[src/rtl/viterbi_frame_ctrl.sv]
// ---------------------------------------------------------------------------
// viterbi_frame_ctrl
//
// Frame scheduler in front of the single Viterbi decoder core. Requesters
// offer one code word each over valid/ready. A round-robin arbiter picks the
// next word. The word and the shared trellis table are loaded into the core,
// and the core is restarted through its active-low reset. The block then
// waits for the core's finish flag, with a timeout, and returns the decoded
// word tagged with the requester id over a valid/ready response port.
//
// Ports
//   clk, rst        : clock, asynchronous active-low reset
//   req_valid/code  : NREQ requesters, word i at req_code[i*LENIN +: LENIN]
//   req_ready       : one-hot grant, combinational, only in IDLE
//   cfg_states      : trellis expected-parity table, captured at grant
//   core_*          : registered drive to the core / finish + result back
//   rsp_*           : response channel (data, id, timeout flag)
//   busy            : high in every state except IDLE
//   frames_done     : accepted responses, wraps
//   err_count       : accepted timed-out responses, saturates
// ---------------------------------------------------------------------------
module viterbi_frame_ctrl #(
    parameter int NREQ    = 2,
    parameter int IDW     = 1,
    parameter int LENIN   = 10,
    parameter int LENOUT  = 5,
    parameter int STW     = 16,
    parameter int TIMEOUT = 64
) (
    input  logic                    clk,
    input  logic                    rst,
    input  logic [NREQ-1:0]         req_valid,
    input  logic [NREQ*LENIN-1:0]   req_code,
    output logic [NREQ-1:0]         req_ready,
    input  logic [STW-1:0]          cfg_states,
    output logic                    core_rst_n,
    output logic [LENIN-1:0]        core_codein,
    output logic [STW-1:0]          core_states,
    input  logic [LENOUT-1:0]       core_codeout,
    input  logic                    core_finish,
    output logic                    rsp_valid,
    input  logic                    rsp_ready,
    output logic [LENOUT-1:0]       rsp_data,
    output logic [IDW-1:0]          rsp_id,
    output logic                    rsp_err,
    output logic                    busy,
    output logic [15:0]             frames_done,
    output logic [7:0]              err_count
);

    // state | meaning
    // IDLE  | core held in reset, arbitrate and capture the winning word
    // LOAD  | one cycle of core reset with new word/table stable
    // RUN   | core running, wait for finish or timeout
    // RESP  | core held in reset, response offered until accepted
    typedef enum logic [1:0] {
        S_IDLE = 2'd0,
        S_LOAD = 2'd1,
        S_RUN  = 2'd2,
        S_RESP = 2'd3
    } state_t;

    localparam int CNTW = (TIMEOUT > 1) ? $clog2(TIMEOUT) : 1;
    localparam logic [CNTW-1:0] TO_LAST = CNTW'(TIMEOUT - 1);

    state_t              state_q;
    logic [IDW-1:0]      rr_ptr_q;
    logic [CNTW-1:0]     to_cnt_q;
    logic                core_rst_n_q;
    logic [LENIN-1:0]    core_codein_q;
    logic [STW-1:0]      core_states_q;
    logic                rsp_valid_q;
    logic [LENOUT-1:0]   rsp_data_q;
    logic [IDW-1:0]      rsp_id_q;
    logic                rsp_err_q;
    logic [15:0]         frames_q;
    logic [7:0]          err_cnt_q;

    logic [CNTW-1:0]     to_cnt_d;
    logic [15:0]         frames_d;
    logic [7:0]          err_cnt_d;

    logic                gnt_found;
    logic [IDW-1:0]      gnt_idx;
    logic [IDW-1:0]      cand;
    logic [LENIN-1:0]    gnt_word;
    logic                to_last;
    logic                rsp_accept;

    // Round-robin search starting just above the last winner, so the last
    // winner has the lowest priority. A requester that drops valid while
    // waiting keeps its place because only a grant moves the pointer.
    always_comb begin
        gnt_found = 1'b0;
        gnt_idx   = '0;
        cand      = '0;
        for (int k = 1; k <= NREQ; k++) begin
            cand = IDW'((int'(rr_ptr_q) + k) % NREQ);
            if (!gnt_found && req_valid[cand]) begin
                gnt_found = 1'b1;
                gnt_idx   = cand;
            end
        end
    end

    assign gnt_word = req_code[gnt_idx*LENIN +: LENIN];

    // Grant is gated by rst so that no requester sees ready during reset.
    always_comb begin
        req_ready = '0;
        if (rst && (state_q == S_IDLE) && gnt_found) begin
            req_ready[gnt_idx] = 1'b1;
        end
    end

    assign to_last    = (to_cnt_q == TO_LAST);
    assign rsp_accept = rsp_valid_q & rsp_ready;
    assign to_cnt_d   = to_cnt_q + CNTW'(1);
    assign frames_d   = frames_q + 16'd1;
    assign err_cnt_d  = (err_cnt_q == 8'hFF) ? err_cnt_q : (err_cnt_q + 8'd1);

    always_ff @(posedge clk or negedge rst) begin
        if (!rst) begin
            state_q       <= S_IDLE;
            rr_ptr_q      <= IDW'(NREQ - 1);
            to_cnt_q      <= '0;
            core_rst_n_q  <= 1'b0;
            core_codein_q <= '0;
            core_states_q <= '0;
            rsp_valid_q   <= 1'b0;
            rsp_data_q    <= '0;
            rsp_id_q      <= '0;
            rsp_err_q     <= 1'b0;
            frames_q      <= '0;
            err_cnt_q     <= '0;
        end else begin
            case (state_q)
                S_IDLE: begin
                    core_rst_n_q <= 1'b0;
                    if (gnt_found) begin
                        core_codein_q <= gnt_word;
                        core_states_q <= cfg_states;
                        rsp_id_q      <= gnt_idx;
                        rr_ptr_q      <= gnt_idx;
                        state_q       <= S_LOAD;
                    end
                end
                S_LOAD: begin
                    // Core reset is released on the edge that enters RUN.
                    to_cnt_q     <= '0;
                    core_rst_n_q <= 1'b1;
                    state_q      <= S_RUN;
                end
                S_RUN: begin
                    // Finish is checked first so it wins over a coincident timeout.
                    if (core_finish) begin
                        rsp_data_q   <= core_codeout;
                        rsp_err_q    <= 1'b0;
                        rsp_valid_q  <= 1'b1;
                        core_rst_n_q <= 1'b0;
                        state_q      <= S_RESP;
                    end else if (to_last) begin
                        rsp_data_q   <= '0;
                        rsp_err_q    <= 1'b1;
                        rsp_valid_q  <= 1'b1;
                        core_rst_n_q <= 1'b0;
                        state_q      <= S_RESP;
                    end else begin
                        to_cnt_q <= to_cnt_d;
                    end
                end
                S_RESP: begin
                    core_rst_n_q <= 1'b0;
                    if (rsp_accept) begin
                        rsp_valid_q <= 1'b0;
                        frames_q    <= frames_d;
                        if (rsp_err_q) begin
                            err_cnt_q <= err_cnt_d;
                        end
                        state_q <= S_IDLE;
                    end
                end
                default: begin
                    state_q      <= S_IDLE;
                    core_rst_n_q <= 1'b0;
                    rsp_valid_q  <= 1'b0;
                end
            endcase
        end
    end

    assign core_rst_n  = core_rst_n_q;
    assign core_codein = core_codein_q;
    assign core_states = core_states_q;
    assign rsp_valid   = rsp_valid_q;
    assign rsp_data    = rsp_data_q;
    assign rsp_id      = rsp_id_q;
    assign rsp_err     = rsp_err_q;
    assign busy        = (state_q != S_IDLE);
    assign frames_done = frames_q;
    assign err_count   = err_cnt_q;

endmodule

[config.mk]
export PLATFORM = sky130hd
export DESIGN_NAME = viterbi_frame_ctrl
export DESIGN_NICKNAME = d
export VERILOG_FILES = /design/src/rtl/viterbi_frame_ctrl.sv
export SDC_FILE = /design/constraint.sdc
export NUM_CORES = 1
export LEC_CHECK = 0
export ABC_AREA = 1
export BUFFER_PORTS_ARGS = -buffer_cell sky130_fd_sc_hd__buf_2
export CAP_MARGIN = 20
export CORE_MARGIN = 4
export CORE_UTILIZATION = 50
export DETAILED_ROUTE_END_ITERATION = 10
export GPL_TIMING_DRIVEN = 0
export HOLD_SLACK_MARGIN = 0.02
export PLACE_DENSITY = 0.79
export SLEW_MARGIN = 25
export SYNTH_ARGS = -nofsm -noshare
export SYNTH_HDL_FRONTEND = slang
export SYNTH_SLANG_ARGS = --single-unit
[constraint.sdc]
create_clock -name clk -period 1.63 [get_ports clk]
set_input_delay 0.326 -clock clk [delete_from_list [all_inputs] [get_ports clk]]
set_output_delay 0.326 -clock clk [all_outputs]
set_load 0.01 [all_outputs]
==> summary.md, run 1 <==
| Metric | Value |
|---|---|
| Status | `finished with violations` |
| Failing checks | `hold timing, setup timing` |
| First-pass GRT wire length | `~12,000 µm` |
| Synth top area share | `51.3%` |
| R2r endpoint | `frames_done[11]` |
| Power share of the sequential group | `39.4%` |
| Port-buffer cells | `108` |
| Clock Power Share | `between 20 and 25%` |
| Post-synth top cells | `nand2_1, dfrtp_1, inv_1, nor2_1, nand3_1` |
| YS warnings | `0` |
| Reg2reg start | `state_q[1]` |
| Final worst path period share | `108%` |
| Required @ worst endpoint | `1300 ps` |
| Area Growth Syn to Fin | `32.8%` |
| Top cells by area, synth | `dfrtp_1, nand2_1, inv_1, ha_1, xnor2_1` |
| Synthesized area | `3270 µm²` |
| Antenna Violating Nets Remaining | `0` |
| Critical Path AT | `approximately 1400 ps` |
| Layout Nets | `579` |
| Worst R2R Setup Slack | `approximately 140 ps` |
| Boundary Pins | `roughly 110` |
| Worst Max-Slew Pin Slew | `394 ps` |
| Initial core utilization | `51.5%` |
| CTS Buffer Depth | `2` |
| Antenna Cells | `0` |
| Leak Pwr | `2.36 nW` |
| DRT iter0 DRCs | `119` |
| RSZ-0062 raised after global routing | `true` |
| Wirelength, routed | `7490 µm` |
| Hold crit path type | `in2async` |
| Clock Skews | `between 7 and 8 ps` |
| Max cap viols | `0` |
| Fill count | `slightly above 500` |
| GRT Total Usage | `20.1%` |
| Fin. Hold Viols | `approximately 40` |
| Worst setup margin | `-133 ps` |
| Drt drc | `0` |
| Area leader, netlist | `dfrtp_1` |
| Synth Instances | `390` |
| Int Pwr | `4.17 mW` |
| Total core area | `6350 µm²` |
| Layout cell share with drive strength beyond 1 | `33.3%` |
| Seq cells post-synth | `68` |
| Number of global-route vias before repair | `2,932` |
| Die height | `88.9 µm` |
| Clock H-tree levels | `3` |
| Sequential share of the synthesized area | `a little over half` |
| Pre-Repair DR Iteration Count | `5` |
| Initial antenna violation count | `0` |
| Root buffer cell | `clkbuf_8` |
| Fin Hold WS | `-47.9 ps` |
| Final GP Congestion | `0.815` |
| Mapped Avg Cell Area | `between 8 and 9 µm²` |
| Die Wd | `around 89 µm` |
| Bufs and invs on worst path | `2` |
| Routed via count | `2,944` |
| FP Rows | `29` |
| DP Wirelength | `5480 µm` |
| Register area | `1700 µm²` |
| Syn nets | `445` |
| Area occupied by multi-input gates | `around 1500 µm²` |
| Achievable Freq | `567 MHz` |
| Switch Pwr | `2.58 mW` |
| Num CTS Buffers | `9` |
| # clock sinks | `68` |
| Pwr dens | `1550 nW/µm²` |
| Gate power share | `40.0%` |
| Design Power | `6.74 mW` |
| Switching Share | `38.2%` |
| Wirelength per Cell | `about 12 µm` |
| CTS tree | `yes` |
| Die ar. | `7900 µm²` |
| Final setup vio count | `2` |
| Most common cell on crit path | `nand2_2` |
| Minimum clock period | `1760 ps` |
| R2R depth | `7` |
| Crit start category | `flip-flop` |
| CP peak stage delay | `540 ps` |
| Post-synthesis cell type count | `31` |
| Detailed-route vias per instance | `4.86` |
| Async S/R FF share, synth | `between 90% and 100%` |
| CP Max Fanout | `4` |
| Post-synth EDFFs | `0` |
| Delay-heaviest family, CP | `flip-flops` |
| Synth Flop Type | `dfrtp_1` |
| Clock latency on the worst-skew pair | `about 340 ps` |
| Final Max Tran Viols | `0` |
| Critical Path, Cell by Cell | `nand2_1 > nand2_2 > clkinvlp_4 > nand2_2 > nor2_1 > buf_2` |
| Largest net degree at the start of global routing | `44` |
| Reg clk slew, reported paths | `80 ps` |
| Slew HR | `73.7%` |
| CP max stage cell | `dfstp_2` |
| Maximum VDD drop | `0.879 mV` |
| Crit. End Element | `output pin` |
| GR Overflow Total | `0` |
| CP Class | `reg2out` |
| Hold_buf cts | `3` |
| Cell with the most instances after synthesis | `nand2_1` |
[power by group through the flow]
stage | clock (mW) | sequential, mW | combinational, mW
after global routing | 1.49 | 2.73 | 3.05
after detailed placement | 0 | 2.68 | 2.43
after floorplan | 0 | 2.88 | 1.25
after CTS | 1.44 | 2.66 | 2.65
final | 1.39 | 2.66 | 2.69
after global placement | 0 | 2.68 | 2.33
[per-stage QoR]
| step | cells | worst slack [ps] | util (%) | instance area [µm²] | setup TNS (ps) |
|---|---|---|---|---|---|
| global placement | 575 | -770 | 61.6 | 3910 | -8130 |
| finish | 606 | -133 | 68.4 | 4340 | -254 |
| detailed placement | 576 | -136 | 62.0 | 3940 | -216 |
| CTS | 602 | -150 | 67.3 | 4270 | -283 |
| global route | 606 | -228 | 68.4 | 4340 | -503 |
| floorplan | 390 | 63.8 | - | 3280 | 0 |
[cell usage in the layout, fill, tap and decap left out, types with 3 or more instances in the layout]
cell type	synthesis	layout
nand2_1	173	169
buf_2	4	110
dfrtp_1	67	67
inv_1	32	29
nor2_1	22	22
buf_4	2	13
nand3_1	13	11
xnor2_1	11	11
a31oi_1	10	10
clkbuf_8	0	10
xor2_1	8	8
o21ai_0	7	7
ha_1	8	6
nand3_2	3	5
nor2_4	3	5
nand2_2	1	4
inv_2	1	3
clkinvlp_4	0	3
nor2_2	5	3
nand4_1	3	3
buf_12	0	3
[logic make-up (layout without fill, tap and decap cells)]
| family | Yosys count | after routing | share of synthesized area [%] |
|---|---|---|---|
| xor+xnor | 19 | 19 | 5.09 |
| fa+ha+maj | 8 | 8 | 3.06 |
| compound gates | 21 | 22 | 4.02 |
| flops | 68 | 68 | 52.1 |
| simple gates | 233 | 233 | 30.5 |
| buf+inv | 41 | 179 | 5.32 |
[cell type report]
| type | instances | share of cell area [%] |
|---|---|---|
| Inverter | 33 | 2.94 |
| Tap cell | 77 | 2.22 |
| Buffer | 6 | 0.951 |
| Sequential cell | 68 | 39.2 |
| Clock buffer | 10 | 3.17 |
| Clock inverter | 6 | 1.47 |
| Multi-Input combinational cell | 282 | 33.9 |
| Timing Repair Buffer | 124 | 16.2 |
[sequential cells by signal, summed over array words and instances (netlist names)]
| name | flops |
|---|---|
| rsp_err | 1 |
| rsp_valid | 1 |
| core_states | 16 |
| core_rst_n | 1 |
| err_count | 8 |
| to_cnt_q | 6 |
| frames_done | 16 |
| rsp_id | 1 |
| rr_ptr_q | 1 |
| core_codein | 10 |
| state_q | 2 |
| rsp_data | 5 |
[repair_timing]
item                                   4_1_cts  5_1_grt
setup endpoints to repair                    3       22
pin swaps                                    4        3
cloned                                       0        1
endpoints found under the hold margin       26       41
buffers inserted                             9        4
gates resized for setup                     10        7
[worst max path at each step]
| stage | from | endpoint | slack (ps) | cells after the start |
|---|---|---|---|---|
| floorplan | state_q[0] | req_ready[0] | 60 | 6 |
| global placement | rst | req_ready[0] | -770 | 4 |
| detailed placement | state_q[0] | req_ready[0] | -140 | 7 |
| CTS | rr_ptr_q | req_ready[1] | -150 | 6 |
| global route | state_q[1] | req_ready[0] | -230 | 6 |
| finish | rr_ptr_q | req_ready[1] | -130 | 6 |
[metal layers]
metal	wire length, µm	vias up	track usage, %
met5	0	-	0
met4	159	0	10.2
met3	541	13	5.12
met1	3140	1351	23.6
met2	3650	95	33.7
li1	-	1485	-
Power figures use the tool's default switching activity.
==> run 2, diff against run 1 <==
RECOVER_POWER = 25   (was unset)
==> run 2 against run 1 <==
Net effect: largest cell class unchanged; the run ends with setup timing left; combinational power about the same; sequential power about the same; flip-flop and latch count unchanged; worst setup slack about the same; clock skew about the same; register-to-register slack about the same; final cell count unchanged; core utilization down 0.45 points; critical path depth unchanged; critical path type unchanged; count of clock-buffer cells in the layout unchanged.
==> summary.md, run 2 (synthesized netlist as in run 1, its figures left out) <==
| Metric | Value |
|---|---|
| Pre-Repair DR Iteration Count | `4` |
| Int Pwr | `4.16 mW` |
| CTS Buffer Depth | `2` |
| Initial core utilization | `51.5%` |
| Clock Skews | `between 7 and 8 ps` |
| GRT Total Usage | `20.1%` |
| Final GP Congestion | `0.815` |
| Leading cell type in the layout, fill and taps excluded | `nand2_1` |
| Wirelength, routed | `7500 µm` |
| Area post-placement | `3940 µm²` |
| CTS tree | `yes` |
| Crit start category | `flip-flop` |
| Reg clk slew, reported paths | `80 ps` |
| Fin. Hold Viols | `0` |
| Fin Hold WS | `12.3 ps` |
| Clock latency on the worst-skew pair | `340 ps` |
| Achievable Freq | `567 MHz` |
| CP Max Fanout | `4` |
| Largest net degree at the start of global routing | `44` |
| FP Rows | `29` |
| Required @ worst endpoint | `about 1300 ps` |
| Boundary Pins | `between 100 and 150` |
| Final Cell Area | `4310 µm²` |
| Hold_buf cts | `3` |
| First-pass GRT wire length | `12,300 µm` |
| Switching Share | `38.3%` |
| Routed via count | `2,938` |
| DP Wirelength | `5480 µm` |
| Switch Pwr | `about 2.6 mW` |
| Die Wd | `88.9 µm` |
| Failing checks | `setup timing` |
| Number of global-route vias before repair | `between 2,000 and 3,000` |
| Antenna Cells | `0` |
| Worst Max-Slew Pin Slew | `between 600 and 700 ps` |
| Drt drc | `0` |
| RSZ-0062 raised after global routing | `true` |
| Layout Nets | `579` |
| CP Class | `reg2out` |
| Minimum clock period | `1760 ps` |
| Hold crit path type | `in2async` |
| Antenna Violating Nets Remaining | `0` |
| Final Max Tran Viols | `0` |
| Status | `finished with violations` |
| Crit. End Element | `output pin` |
| Max cap viols | `0` |
| Die height | `between 80 and 90 µm` |
| Fill count | `521` |
| Most frequent cells in the layout | `nand2_1, buf_2, dfrtp_1, inv_1, nor2_1` |
| Gate power share | `about two fifths` |
| GR Overflow Total | `0` |
| Area occupied by multi-input gates | `between 1000 and 1500 µm²` |
| Area Growth Syn to Fin | `31.9%` |
| R2R depth | `7` |
| Clock Power Share | `just over 20%` |
| Die ar. | `7900 µm²` |
| Register area | `1700 µm²` |
| DRT iter0 DRCs | `117` |
| Power share of the sequential group | `approximately 39%` |
| Maximum VDD drop | `about 0.88 mV` |
| # clock sinks | `slightly below 70` |
| Final worst path period share | `108%` |
| Pwr dens | `1560 nW/µm²` |
| Total core area | `approximately 6300 µm²` |
| Worst setup margin | `-133 ps` |
| Port-buffer cells | `108` |
| Num CTS Buffers | `9` |
| Final setup vio count | `2` |
| Root buffer cell | `clkbuf_8` |
| Detailed-route vias per instance | `4.85` |
| Critical Path AT | `1440 ps` |
| Layout cell share with drive strength beyond 1 | `32.9%` |
| Clock H-tree levels | `3` |
| Wirelength per Cell | `12.4 µm` |
| Leak Pwr | `around 2.3 nW` |
| Slew HR | `57.3%` |
| Initial antenna violation count | `0` |
==> run 2: cell types whose count changed in the layout (fill, tap and decap cells not counted), sizes merged <==
cell	before	now
buf	128	125
clkdlybuf4s25	0	1
clkbuf	11	13
==> run 2: cell type report <==
cell class / count / area share, %
Buffer: 6 / 0.957
Clock buffer: 10 / 3.19
Clock inverter: 6 / 1.48
Inverter: 33 / 2.96
Multi-Input combinational cell: 282 / 34.1
Sequential cell: 68 / 39.5
Tap cell: 77 / 2.23
Timing Repair Buffer: 124 / 15.6
==> run 2: worst paths after layout <==
check,startpoint,to,slack [ps]
worst max-delay path,rr_ptr_q,req_ready[1],-130
worst min-delay path,rst,err_count[4],10
worst max register to register,state_q[1],frames_done[11],140
worst min register to register,rsp_id,rsp_id,470
max in group asynchronous,rst,core_states[5],220
min in group clk,cfg_states[2],core_states[2],170
==> run 2: timing repair <==
| item | 4_1_cts | 5_1_grt |
|---|---|---|
| setup endpoints to repair | 3 | 22 |
| endpoints found under the hold margin | 26 | 41 |
| setup buffers | 9 | 4 |
| pin swaps | 4 | 3 |
| resized for setup | 10 | 7 |
| gates cloned | 0 | 1 |
==> run 2: stage by stage <==
step	std cells	setup TNS [ps]	total power, mW	util [%]	setup WS, ps
CTS	602	-283	6.74	67.3	-150
detailed placement	576	-216	5.11	62.0	-136
floorplan	390	0	4.13	-	63.8
finish	606	-254	6.73	67.9	-133
global placement	575	-8130	5.00	61.6	-770
global route	606	-543	7.25	67.9	-228
==> run 2: critical path: stages, from the launching register on <==
cell	delay, ps
dfstp_2	540
nand2_1	60
nand2_2	90
clkinvlp_4	140
nand2_2	100
nor2_1	50
buf_2	130
==> run 2: power groups by stage <==
| stage | clock (mW) | sequential [mW] | combinational [mW] |
|---|---|---|---|
| final | 1.39 | 2.66 | 2.69 |
| after global routing | 1.49 | 2.73 | 3.04 |
| after CTS | 1.44 | 2.66 | 2.65 |
| after detailed placement | 0 | 2.68 | 2.43 |
| after global placement | 0 | 2.68 | 2.33 |
| after floorplan | 0 | 2.88 | 1.25 |
==> run 2: per-layer routing <==
| layer | track usage (%) | part of all wire (%) | up-vias |
|---|---|---|---|
| li1 | - | - | 1485 |
| met1 | 23.6 | 42 | 1344 |
| met4 | 10.2 | 2.1 | 0 |
| met2 | 33.7 | 49 | 96 |
| met3 | 5.12 | 7.4 | 13 |
| met5 | 0 | 0 | - |
